`src/rtl/clock_divider_bank.sv`:
```
`default_nettype none
// =============================================================================
// Module   : clock_divider_bank
// Purpose  : Bank of independent programmable divide-by-N tick/square-wave
//            generators sharing one system clock.
// Revision : 1.0
// =============================================================================
module clock_divider_bank #(
   parameter int CHANNELS = 4,      // number of independent divider channels (1..16)
   parameter int CNT_W    = 32,     // width of divisor and counter per channel
   parameter int DEF_DIV  = 50_000  // divisor loaded at reset (1 kHz at 50 MHz)
) (
   input  logic                      clk_in,
   input  logic                      rst,
   input  logic [CHANNELS-1:0]       en,
   input  logic                      sync,
   input  logic                      wr_en,
   input  logic [3:0]                wr_ch,
   input  logic [CNT_W-1:0]          wr_div,
   output logic [CHANNELS-1:0]       tick,
   output logic [CHANNELS-1:0]       clk_out,
   output logic [CHANNELS*CNT_W-1:0] div_q
);

   localparam logic [CNT_W-1:0] c_one     = CNT_W'(1);
   localparam logic [CNT_W-1:0] c_def_div = CNT_W'(DEF_DIV);

   for (genvar i = 0; i < CHANNELS; i++) begin : g_ch
      localparam logic [3:0] c_idx = 4'(i);

      logic [CNT_W-1:0] divisor_q, divisor_d;
      logic [CNT_W-1:0] cnt_q, cnt_d;
      logic             tick_q, tick_d;
      logic             clk_out_q, clk_out_d;
      logic [CNT_W-1:0] last_cnt;
      logic [CNT_W-1:0] high_len;
      logic             wr_hit;
      logic             at_last;

      always_comb begin
         wr_hit    = wr_en && (wr_ch == c_idx);
         last_cnt  = divisor_q - c_one;
         // High phase is ceil(div/2) so odd divisors spend the extra cycle high.
         high_len  = (divisor_q >> 1) + {{(CNT_W-1){1'b0}}, divisor_q[0]};
         at_last   = (cnt_q == last_cnt);
         divisor_d = wr_hit ? wr_div : divisor_q;
         cnt_d     = cnt_q;
         tick_d    = 1'b0;
         clk_out_d = clk_out_q;
         if (wr_hit || sync || (divisor_q == '0)) begin
            cnt_d     = '0;
            clk_out_d = 1'b0;
         end else if (en[i]) begin
            cnt_d     = at_last ? '0 : (cnt_q + c_one);
            tick_d    = at_last;
            clk_out_d = (cnt_d < high_len);
         end
      end

      always_ff @(posedge clk_in) begin
         if (!rst) begin
            divisor_q <= c_def_div;
            cnt_q     <= '0;
            tick_q    <= 1'b0;
            clk_out_q <= 1'b0;
         end else begin
            divisor_q <= divisor_d;
            cnt_q     <= cnt_d;
            tick_q    <= tick_d;
            clk_out_q <= clk_out_d;
         end
      end

      assign div_q[i*CNT_W +: CNT_W] = divisor_q;
      assign tick[i]                 = tick_q;
      assign clk_out[i]              = clk_out_q;
   end

endmodule
`default_nettype wire

```
`config.mk`:
```
export PLATFORM = sky130hd
export DESIGN_NAME = clock_divider_bank
export DESIGN_NICKNAME = d
export VERILOG_FILES = /design/src/rtl/clock_divider_bank.sv
export SDC_FILE = /design/constraint.sdc
export NUM_CORES = 1
export LEC_CHECK = 0
export ABC_CLOCK_PERIOD_IN_PS = 11700
export CAP_MARGIN = 40
export CELL_PAD_IN_SITES_DETAIL_PLACEMENT = 1
export CELL_PAD_IN_SITES_GLOBAL_PLACEMENT = 1
export CORE_MARGIN = 3
export CORE_UTILIZATION = 33
export CTS_BUF_LIST = sky130_fd_sc_hd__clkbuf_8
export CTS_CLUSTER_DIAMETER = 100
export CTS_CLUSTER_SIZE = 24
export DETAILED_ROUTE_END_ITERATION = 16
export PLACE_DENSITY_LB_ADDON = 0.1
export RECOVER_POWER = 50
export SETUP_SLACK_MARGIN = 0.15
export SLEW_MARGIN = 0
export SYNTH_ARGS = -nofsm -noshare
export SYNTH_HDL_FRONTEND = slang
export SYNTH_SLANG_ARGS = --single-unit
```
`constraint.sdc`:
```
create_clock -name clk_in -period 11.7 [get_ports clk_in]
set_clock_uncertainty 0.05 [all_clocks]
set_input_delay 2.34 -clock clk_in [delete_from_list [all_inputs] [get_ports clk_in]]
set_output_delay 2.34 -clock clk_in [all_outputs]
set_load 0.005 [all_outputs]
```
# After elaboration in Yosys (flattened, before gate mapping)

Index checks and enable logic that the tools add are counted.
W data, S select, Z words.

Flip-flop bits (word level): 264
Bits in latches: 0
RAM bits: 0
Bits in read-only memories: 0
Input port bits: 44
Output and inout bits: 136
Logic and storage cells: 73
Memories: 0

$add $sub $neg: 12
Multiply operators: 0
Div/mod/pow operators: 0
$lt $le $gt $ge: 4
Equal/unequal tests: 7
Shifts and indexed selects: 0
Mux-type cells: 4
Bitwise operators: 5
Reduce and logical (&&, ||, !) cells: 25

Operator list:

| cell                    | count |
|---|---|
| $add A31 B1 Y32         | 4 |
| $add A32 B1 Y32 const B | 4 |
| $eq A32 B32 Y1          | 4 |
| $logic_not A32 Y1       | 4 |
| $lt A32 B32 Y1          | 4 |
| $mux W32                | 4 |
| $sub A32 B1 Y32 const B | 4 |
| $reduce_or A3 Y1        | 4 |
| $eq A4 B2 Y1 const B    | 2 |
| $logic_or A1 B1 Y1      | 8 |
| $reduce_or A2 Y1        | 4 |
| $not A1 Y1              | 5 |
| $eq A4 B1 Y1 const B    | 1 |
| $logic_and A1 B1 Y1     | 4 |
| $logic_not A4 Y1        | 1 |

# Depth between registers and ports, before layout

Depth in word-level cells: 5
Mapped depth: 24
Gate-level depth less buffers: 21

# Least setup slack after synthesis

OpenSTA, ideal clock, no wires.

Path kind: register to register
From: register g_ch[3].divisor_q[7]
To: register g_ch[3].clk_out_q
Setup time: 0.070 ns
Arrival time: 5.190 ns
Required time: 11.580 ns
Setup slack: 6.390 ns
Cell stages (with the launch flop): 21
Path buffers: 2
Clock period less this slack: 5.310 ns
Cell sequence: dfxtp_1 -> buf_2 -> nor2_1 -> nand2_1 -> or3_1 -> or4_1 -> a2bb2o_1 -> a2111oi_2 -> nand4_2 -> buf_2 -> o21a_1 -> ha_1 -> a21o_1 -> a21o_1 -> a21o_1 -> a21oi_1 -> nor2_1 -> a2111oi_0 -> nor3_1 -> or4b_2 -> a21oi_1

Longest elaborated chain between the ends: 4
Elaborated cells between the ends (all ways): 8
Those cells by class: add/sub: 2; order compare: 1; eq/ne: 1; mux: 1; reduce/logical: 3

RTL lines:

| what                   | RTL line | RTL |
|---|---|---|
| start, declared        | 31       | `logic [CNT_W-1:0] divisor_q, divisor_d;` |
| start signal, assigned | 62       | `divisor_q <= c_def_div;` |
| start signal, assigned | 67       | `divisor_q <= divisor_d;` |
| $sub A32 B1 Y32        | 42       | `last_cnt = divisor_q - c_one;` |
| $eq A32 B32 Y1         | 45       | `at_last = (cnt_q == last_cnt);` |
| $mux W32               | 54       | `cnt_d = at_last ? '0 : (cnt_q + c_one);` |
| $lt A32 B32 Y1         | 56       | `clk_out_d = (cnt_d < high_len);` |
| end signal, assigned   | 70       | `clk_out_q <= clk_out_d;` |
| end, declared          | 34       | `logic clk_out_q, clk_out_d;` |

Parallel ways exist; a longest one is shown, timed or not.
A chain may end at the register's enable or synchronous reset.

# Worst setup path after layout

From: input wr_en
To: register g_ch[2].cnt_q[1]

Longest elaborated chain between the ends: 4

RTL lines:

| what                            | RTL line | RTL |
|---|---|---|
| start, declared                 | 17       | `input logic wr_en,` |
| $logic_and A1 B1 Y1             | 41       | `wr_hit = wr_en && (wr_ch == c_idx);` |
| $logic_or A1 B1 Y1 (2 in a row) | 50       | `if (wr_hit \|\| sync \|\| (divisor_q == '0)) begin` |
| $reduce_or A2 Y1 (no line)      | n/a      |  |
| end signal, assigned            | 68       | `cnt_q <= cnt_d;` |
| end, declared                   | 32       | `logic [CNT_W-1:0] cnt_q, cnt_d;` |

Every way passes these cells.

==> reports/results.txt <==
The detail route stage leaves a number of antenna-violating nets equal to 0. The wire length of the first global-routing pass was 149000 um. In this run the worst path has a maximum fanout of 34. For the number of violations reported at the end of detailed-routing iteration 0, the log shows 1579. For this run, the number of Yosys warnings is 0.

The classification of the worst setup path is input port to flop. The tools report the kind of end point of the critical path as a flop. For the max-capacitance violation count, the log shows 4. The path class of the tightest hold or removal check is flop to flop.

Detailed placement finished with a half-perimeter wire length of 73200 um. The tools report the non-filler instance count after layout as 4310. Pin count of the biggest net entering global routing: 89. Port buffering added 179 buffers.

The routed via count divided by cell count is 5.69. The clock network accounts for 37.4% of the total power. The analysis attributes to cell leakage a power of 9.66 nW.

The floorplan has 98 rows. The shortest period the worst path allows works out to 6.68 ns. The number of buffers added for setup after CTS is 0, and the switching fraction of total power is 32.0%.

The flip-flop cell with the highest count after synthesis is dfxtp_1. The logs give 77000 um2 for the area of the die and 0.890 for the final weighted congestion in routability-driven placement. The die is 277 um wide. Pin placement for this block handled 180 I/O pins.

The critical path launch point type was an input port. After synthesis, the share of flip-flops with an asynchronous set or reset is 0%. In the finished design, the share of the clock period the worst path needs comes to 57.1%. The via count of the first global-routing pass was 24700; the number of max-slew violations in the final report was 141.

The CTS sink count is 264. Of the cells placed in the final design, the portion with a size suffix greater than 1 is 3.22%. The worst pin sits at a relative slew slack of -34.4%. The routed layout has 24500 vias. The cell count after synthesis came out at 3428.

The synthesized design contains 0 enable-type register cells. Setup total negative slack on the finished layout was measured at 0 ns. The floorplan die height was 277 um. Across the whole layout, storage elements account for 5290 um2.

For this run, the detailed router's first-pass iteration total came to 5. The post-synthesis area per instance came out at 7.09 um2. The number of levels the H-tree was split into was 1. In this run, placement finished with an instance count of 4269.

The count of endpoints failing hold in the final timing report came out at 0. The clock passes through at most 3 buffers. The area growth from synthesis to layout is 10.3%. Of the post-synthesis cell area, the dominant cell type holds 21.7%. Slew at the pin closest to its max-slew limit: 2.02 ns. The number of setup violations in the final report was 0. The cell area that synthesis handed to floorplanning was 24300 um2. For this run, the register share of the synthesized area comes to 21.7%. Clock transition time at the flip-flop clock pins of the worst setup and hold paths: 0.12 ns. The largest total area in the synthesized netlist belongs to dfxtp_1. The run gives 7.19 ns as the signal arrival time at the worst endpoint.

The most common cell after layout, fill and taps aside is nand2_1. The number of nets in the synthesized netlist came out at 3612. Wires add up to 96800 um.

The final routed DRC violation total is 0. Initial standard-cell utilization of the core: 33.7%. The flow ran to the end, but the final reports show violations.

CTS placed an instance of clkbuf_8 at the clock tree root. Registers are responsible for 52.4% of the overall power. The logs give 72200 um2 for the placeable core region and 0.67 ns for the clock insertion delay at the later pin of the skew report. Setup repair after global routing left no endpoint under its margin. The initial antenna violation count was 4. Summing all placed instances gives a cell area of 26300 um2. The run gives 12.22 ns as the data required time of the worst path.

Clock tree synthesis inserted a total of 22 buffers. TritonCTS built the clock tree. In this run the power density over the cells is 66.3 nW/um2. The distinct cell type count of the synthesized netlist is 87. The switching power of the nets came out at 569 uW. The internal portion of total power came out at 1.21 mW. Post-CTS repair changed the size of 0 cells.

For this run the aggregate overflow at the end of global routing stands at 0. The final reports fail on max-capacitance violations, max-slew violations. Synthesis inferred 264 register bits. Buffers inserted to repair hold after CTS numbered 0. The top cell types in the final layout, fill and taps aside, are nand2_1, nor2_1, dfxtp_1, nand3_1, xnor2_1. For the global routing usage summed across all routing layers, the log shows 24.1%.

After filler insertion, the fill cell instance count of the layout stands at 8867. The final layout contains 3527 nets. Combinational cells account for 10.3% of the total power. The run gives 0.0701 mV as the worst ir drop on vdd. The post-route cell area came out at 26800 um2. For this run, the top clock speed supported by timing is 150 MHz. Ranked by total cell area, the synthesized netlist is headed by dfxtp_1, nand2_1, ha_1, xnor2_1, xor2_1. Summing all multi-input logic gate instances after layout gives 17600 um2.

Dividing the detail-routed wire length by the instance count gives 22.5 um. Summing internal, switching and leakage power gives 1.78 mW.
==> stage by stage <==
step	utilization, %	setup WS (ns)	hold slack (ns)
2_1_floorplan	-	6.39	0.400
3_3_place_gp	36.3	5.29	0.463
3_5_place_dp	36.4	5.37	0.477
4_1_cts	37.1	5.34	0.513
5_1_grt	37.1	4.65	0.530
6_report	37.1	5.02	0.490
==> final cells by class <==
class | count | area share [%]
antenna | 2 | 0.0187
clock buffer | 23 | 1.18
clock inverter | 16 | 0.775
inverter | 51 | 0.714
multi-input combinational | 2796 | 65.7
sequential | 264 | 19.7
tap | 950 | 4.43
timing repair buffer | 208 | 7.47
==> routing by layer <==
| metal | share of wire, % | up-vias | track usage [%] |
|---|---|---|---|
| li1 | - | 11800 | - |
| met1 | 48 | 12100 | 34.1 |
| met2 | 44 | 473 | 38.4 |
| met3 | 4.9 | 120 | 3.32 |
| met4 | 2.8 | 2 | 6.47 |
| met5 | 0.0083 | - | 0 |
==> cell usage after synthesis, types with 12 or more instances <==
master / count
buf_1: 22
o21ai_1: 61
buf_2: 26
nor4_1: 69
ha_1: 140
a31oi_1: 51
a21boi_0: 106
nor2_1: 293
nand2b_1: 56
o21ai_0: 53
dfxtp_1: 264
xnor2_1: 176
or3_1: 33
o211ai_1: 18
xor2_1: 164
nor3b_1: 12
a21oi_1: 130
mux2i_1: 17
o21a_1: 32
nand2_1: 524
nand4_1: 83
nand3b_1: 40
nand3_1: 176
a21o_1: 52
inv_1: 50
nor3_1: 115
and4_1: 28
or4_1: 22
or4b_1: 16
clkbuf_1: 259
and2_1: 44
or2_2: 16
nand4b_1: 14
and3_1: 72
nor2b_1: 38
==> cell families after synthesis <==
| family | synth area share [%] |
|---|---|
| XOR/XNOR | 12.2 |
| multiplexers | 0.885 |
| adder cells (fa/ha/maj) | 7.20 |
| AND/OR/NAND/NOR | 35.8 |
| AO/OA/AOI/OAI | 16.1 |
| buffers and inverters | 5.97 |
| flip-flops | 21.7 |
==> worst paths after layout <==
path,cells after the start,startpoint,endpoint,slack (ns)
setup reg to reg,18,g_ch[2].divisor_q[2],g_ch[2].clk_out_q,5.28
hold reg to reg,1,g_ch[1].clk_out_q,g_ch[1].clk_out_q,0.49
hold / removal,1,g_ch[1].clk_out_q,g_ch[1].clk_out_q,0.49
setup / recovery,10,wr_en,g_ch[2].cnt_q[1],5.02
==> state kept, by name, summed over array words and instances, names as in the netlist <==
name and cells:
g_ch.clk_out_q 4, g_ch.tick_q 4, g_ch.divisor_q 128, g_ch.cnt_q 128
==> power groups by stage <==
stage          Sequential, mW  Clock [mW]  Combinational (mW)
4_1_cts                 0.931       0.695               0.185
6_report                0.931       0.664               0.183
5_1_grt                 0.934       0.724               0.199
3_5_place_dp            0.951           0               0.185
3_3_place_gp            0.951           0               0.181
2_1_floorplan           0.933           0               0.109
==> worst max-delay path: stages <==
cell           delay [ns]
dlygate4sd3_1        0.51
nor3b_1              0.23
clkbuf_1             0.34
nand2_1              0.14
nor2_2               0.10
clkbuf_1             1.15
a211o_1              0.18
clkbuf_1             1.44
inv_1                0.36
a31o_1               0.33
No activity file was read; power rests on OpenSTA's default activity.
